==> src/rtl/mult_share_pkg.sv <==
// Shared constants for the multiplier-sharing controller: FSM encoding and default sizes.
package mult_share_pkg;

    localparam logic [1:0] S_IDLE  = 2'd0;
    localparam logic [1:0] S_ISSUE = 2'd1;
    localparam logic [1:0] S_RUN   = 2'd2;
    localparam logic [1:0] S_DONE  = 2'd3;

    localparam int unsigned DATA_W      = 16;
    localparam int unsigned DEF_TIMEOUT = 255;

endpackage

==> src/rtl/mult_share_ctrl_rr_pick.sv <==
// Round-robin picker: lowest requesting index at or after rr_ptr wins, as one-hot grant plus index.
module rr_pick #(
    parameter int unsigned N_REQ = 3,
    parameter int unsigned IW    = 2
) (
    input  logic [N_REQ-1:0] req,
    input  logic [IW-1:0]    rr_ptr,
    output logic [N_REQ-1:0] grant,
    output logic [IW-1:0]    idx,
    output logic             any
);

    logic [2*N_REQ-1:0] dbl;
    logic [2*N_REQ-1:0] rot;
    int unsigned        pos;

    // Rotating the doubled vector puts rr_ptr at bit 0, so a plain low-first scan is round-robin.
    always_comb begin
        dbl   = {req, req};
        rot   = dbl >> rr_ptr;
        grant = '0;
        idx   = '0;
        any   = 1'b0;
        pos   = 0;
        for (int unsigned i = 0; i < N_REQ; i++) begin
            if (!any && rot[i]) begin
                any = 1'b1;
                pos = i + 32'(rr_ptr);
                if (pos >= N_REQ) pos = pos - N_REQ;
                idx        = IW'(pos);
                grant[pos] = 1'b1;
            end
        end
    end

endmodule

==> src/rtl/mult_share_ctrl.sv <==
// Shares one sequential multiplier (enable/busy/R handshake) among N_REQ requesters, round-robin,
// with a watchdog that aborts a hung job and raises a sticky error.
module mult_share_ctrl
    import mult_share_pkg::*;
#(
    parameter int unsigned N_REQ   = 3,
    parameter int unsigned W       = DATA_W,
    parameter int unsigned TIMEOUT = DEF_TIMEOUT
) (
    input  logic               clk,
    input  logic               rst_n,
    input  logic [N_REQ-1:0]   req,
    input  logic [N_REQ*W-1:0] a_in,
    input  logic [N_REQ*W-1:0] b_in,
    output logic [N_REQ-1:0]   ack,
    output logic [N_REQ-1:0]   done,
    output logic [2*W-1:0]     result,
    output logic               err,
    output logic               mul_enable,
    output logic [W-1:0]       mul_a,
    output logic [W-1:0]       mul_b,
    input  logic               mul_busy,
    input  logic [2*W-1:0]     mul_r
);

    localparam int unsigned IW   = (N_REQ > 1) ? $clog2(N_REQ) : 1;
    localparam int unsigned WD_W = $clog2(TIMEOUT + 1);

    logic [1:0]       state;
    logic [IW-1:0]    rr_ptr;
    logic [IW-1:0]    owner;
    logic [WD_W-1:0]  wd;

    logic [N_REQ-1:0] grant;
    logic [IW-1:0]    win_idx;
    logic             win_any;
    logic [W-1:0]     a_sel;
    logic [W-1:0]     b_sel;
    logic [N_REQ-1:0] owner_oh;
    logic [IW-1:0]    rr_next;

    rr_pick #(
        .N_REQ (N_REQ),
        .IW    (IW)
    ) u_pick (
        .req    (req),
        .rr_ptr (rr_ptr),
        .grant  (grant),
        .idx    (win_idx),
        .any    (win_any)
    );

    always_comb begin
        a_sel = '0;
        b_sel = '0;
        for (int unsigned i = 0; i < N_REQ; i++) begin
            if (32'(win_idx) == i) begin
                a_sel = a_in[i*W +: W];
                b_sel = b_in[i*W +: W];
            end
        end
        owner_oh = N_REQ'(1) << owner;
        rr_next  = (win_idx == IW'(N_REQ - 1)) ? '0 : win_idx + 1'b1;
    end

    always_ff @(posedge clk) begin
        if (!rst_n) begin
            state      <= S_IDLE;
            rr_ptr     <= '0;
            owner      <= '0;
            wd         <= '0;
            ack        <= '0;
            done       <= '0;
            result     <= '0;
            err        <= 1'b0;
            mul_enable <= 1'b0;
            mul_a      <= '0;
            mul_b      <= '0;
        end else begin
            ack  <= '0;
            done <= '0;
            case (state)
                S_IDLE: begin
                    // A busy multiplier here is still in its own reset; grant nothing until it settles.
                    if (!mul_busy && win_any) begin
                        mul_a      <= a_sel;
                        mul_b      <= b_sel;
                        ack        <= grant;
                        owner      <= win_idx;
                        rr_ptr     <= rr_next;
                        wd         <= '0;
                        mul_enable <= 1'b1;
                        state      <= S_ISSUE;
                    end
                end
                S_ISSUE: begin
                    if (mul_busy) begin
                        mul_enable <= 1'b0;
                        state      <= S_RUN;
                    end
                end
                S_RUN: begin
                    if (!mul_busy) state <= S_DONE;
                end
                S_DONE: begin
                    result <= mul_r;
                    done   <= owner_oh;
                    state  <= S_IDLE;
                end
                default: state <= S_IDLE;
            endcase

            // Watchdog abort overrides any transition taken in the same cycle.
            if (state == S_ISSUE || state == S_RUN) begin
                if (wd == WD_W'(TIMEOUT)) begin
                    err        <= 1'b1;
                    result     <= '0;
                    done       <= owner_oh;
                    mul_enable <= 1'b0;
                    state      <= S_IDLE;
                end else begin
                    wd <= wd + 1'b1;
                end
            end
        end
    end

endmodule

==> config.mk <==
export PLATFORM = sky130hd
export DESIGN_NAME = mult_share_ctrl
export DESIGN_NICKNAME = d
export VERILOG_FILES = /design/src/rtl/mult_share_pkg.sv /design/src/rtl/mult_share_ctrl_rr_pick.sv /design/src/rtl/mult_share_ctrl.sv
export SDC_FILE = /design/constraint.sdc
export NUM_CORES = 1
export LEC_CHECK = 0
export ABC_AREA = 1
export ABC_CLOCK_PERIOD_IN_PS = 2200
export CORE_MARGIN = 4
export CORE_UTILIZATION = 50
export CTS_CLUSTER_SIZE = 16
export DETAILED_ROUTE_END_ITERATION = 10
export DONT_BUFFER_PORTS = 1
export PLACE_DENSITY = 0.69
export SLEW_MARGIN = 20
export SYNTH_ARGS = -nofsm -noshare
export SYNTH_HDL_FRONTEND = slang
export SYNTH_SLANG_ARGS = --single-unit
==> constraint.sdc <==
create_clock -name clk -period 2.2 [get_ports clk]
set_input_delay 0.44 -clock clk [delete_from_list [all_inputs] [get_ports clk]]
set_output_delay 0.44 -clock clk [all_outputs]
set_load 0.03 [all_outputs]
==> impl_results.md <==
* Status: finished clean
* WS Path Type: reg -> reg
* H-tree depth at 3
* Starting Density at 0.520
* Clock sink total at 86
* Iter 0 DRT Violations at 192
* Post-place setup slack at 0.185 ns
* Fin. Hold Viols at 0
* Cts repair resizes at 0
* Asr flop ratio synth at 0
* Synth Instances at between 600 and 700
* Root Buffer: clkbuf_8
* Tmin final at 2.03 ns
* Routed Wire Length at between 10000 and 15000 um
* MaxCap Viol Count at 0
* Kind of start point of the critical path: flip-flop
* Die height at 101 um
* Drt via density at 5.55
* Synth top area cells: dfxtp_1 40%, nand2_1 18%, nand3_1 7.9%, a21oi_1 7.2%, nand3b_1 3.8%
* Max Freq at 492 MHz
* Post-detail-place hpwl at approximately 8500 um
* Fillers at roughly 800
* Largest net degree at the start of global routing at 40
* Setup crit end kind: flip-flop
* Pwr Density at 1410 nW/um2
* Max Clock Skew at 0.0121 ns
* CTS tree: yes
* #FFs+latches synth at 86
* Later-pin clock latency in the skew report at 0.35 ns
* Most common cell after layout, fill and taps aside: nand2_1
* Worst-path clk slew at 0.09 ns
* WP data required at 2.44 ns
* CTS Buf Count at 9
* Number of global-route vias before repair at 3870
* Number of synthesized flops with an enable pin at 0
* Final Util at 0.560
* Die Span X at 101 um
* Fraction of layout cells with a size suffix above 1 at 0.0813
* Synth top area share at 0.399
* Area Overhead vs Synth at 7.83%
* Die area at between 10000 and 15000 um2
* Setup Buffers After CTS at 0
* Nets@finish at roughly 770
* Core Area at 8300 um2
* Critical Path AT at 2.27 ns
* Total GRT Usage at 0.223
* Predominant post-synthesis flop cell: dfxtp_1
* Maximum root-to-sink buffer count at 2
* Netlist Area Pre-Place at between 4000 and 5000 um2
* Post-synth cell types at 31
* Worst-margin pin slew at 0.583 ns
* Leak at 1.95 nW
* Ports at 206
* Max-Slew Margin vs Limit at 0.611
* # diodes at 0
* Largest vdd supply drop at between 0.0006 and 0.0007 V
* DR vias at 4062
* Post-route antenna net violation count at 0
* FF/Latch Area at 1720 um2
* DR pass1 iterations at 4
* DRC at 0
* Area of the multi-input gates at 2260 um2
* Synth warn at 0
* Fin. max-slew vios at 0
* Count of input and output buffers at 0
* Avg WL per Cell at 16.0 um
* Unrepaired setup endpoints after global routing: yes
* Initial antenna violation count at 0
* Max FO, Critical Path at 20
* Total grt overflow at 0
* Endpoints failing setup at 0
* Sequential fraction of the synthesis area at 0.399
* Final GP Congestion at 0.827
* Final setup margin at 0.169 ns
* Dominant cell type by area after synthesis: dfxtp_1
* Most frequent cells in the layout: 209 x nand2_1, 85 x dfxtp_1, 68 x nand3_1
* Post-Syn Nets at 776
* Mapped Avg Cell Area at 6.81 um2
* First-pass GRT wire length at 18200 um
* Hold-fix buffers at CTS at 0
* Worst hold path type: in -> reg
* Cell Rows at 33
* Period utilization at 0.923
## path summary, 6_finish.rpt
| path | from | to | slack, ns | cells after the start |
|---|---|---|---|---|
| min reg2reg | owner[1] | done[0] | 0.44 | 1 |
| max | rr_ptr[0] | mul_b[11] | 0.17 | 11 |
| min | rst_n | mul_b[9] | 0.21 | 2 |
| max reg2reg | rr_ptr[0] | mul_b[11] | 0.17 | 11 |
## cell families (layout without fill, tap and decap cells)
kind of cell / after synthesis / after routing / share of synthesized area
adders and majority gates: 9 / 9 / 0.0261
DFF: 86 / 86 / 0.399
and+or+nand+nor: 344 / 345 / 0.357
buffers and inverters: 81 / 74 / 0.0804
AOI/OAI and AO/OA: 112 / 112 / 0.135
xor gates and xnor gates: 1 / 1 / 0.00203
## metal layers
layer,track usage,part of all wire
met1,0.268,0.40
met2,0.379,0.49
met3,0.0713,0.094
met4,0.0715,0.014
met5,0,0
## flip-flops by register name, indices dropped and copies added (netlist names)
| name | count |
|---|---|
| result | 32 |
| mul_a | 16 |
| mul_b | 16 |
| wd | 8 |
| ack | 3 |
| done | 3 |
| owner | 2 |
| rr_ptr | 2 |
| state | 2 |
| err | 1 |
| mul_enable | 1 |
## worst max-delay path: stages, from the launching register on
cell and delay [ns]:
dfxtp_1 0.43, inv_2 0.11, ha_1 0.36, nand3_1 0.12
nand2_2 0.09, nor2_8 0.27, buf_4 0.23, nor2_8 0.06
nand2_1 0.06, nand2_1 0.05, nor2_1 0.10, nor2_1 0.04
## cell type report
class | count | area share
well taps | 105 | 0.0282
clock buffers | 10 | 0.0296
inverters | 43 | 0.0347
multi-input cells | 467 | 0.485
clock inverters | 6 | 0.0161
flip-flops and latches | 86 | 0.370
repair buffers | 15 | 0.0358
## power breakdown
part	internal, W	total, W	switching (W)
logic	0.000952	0.00272	0.00177
registers	0.00187	0.00265	0.000783
clock network	0.000574	0.00119	0.000611
## cells in the mapped netlist (2+ instances only)
cell,instances
a21oi_1,62
a21oi_2,3
buf_1,3
buf_2,10
buf_4,4
buf_6,2
clkbuf_1,19
clkinv_1,2
dfxtp_1,86
ha_1,9
inv_1,36
inv_2,5
nand2_1,209
nand2_2,4
nand3_1,68
nand3b_1,22
nor2_1,30
nor2_2,2
nor2_8,2
nor3_1,2
nor4_1,2
o21ai_0,26
o21ai_1,17
## metrics by stage
step                power [W]  setup TNS (ns)  cell area (um2)  hold slack [ns]  cells
CTS                   0.00654               0             4630            0.180    731
global placement      0.00526               0             4420            0.426    715
floorplan             0.00472               0             4310            0.407    633
detailed placement    0.00535               0             4420            0.433    715
finish                0.00656               0             4650            0.206    732
global route          0.00706        -0.00441             4650            0.172    732
Power figures use the tool's default switching activity.
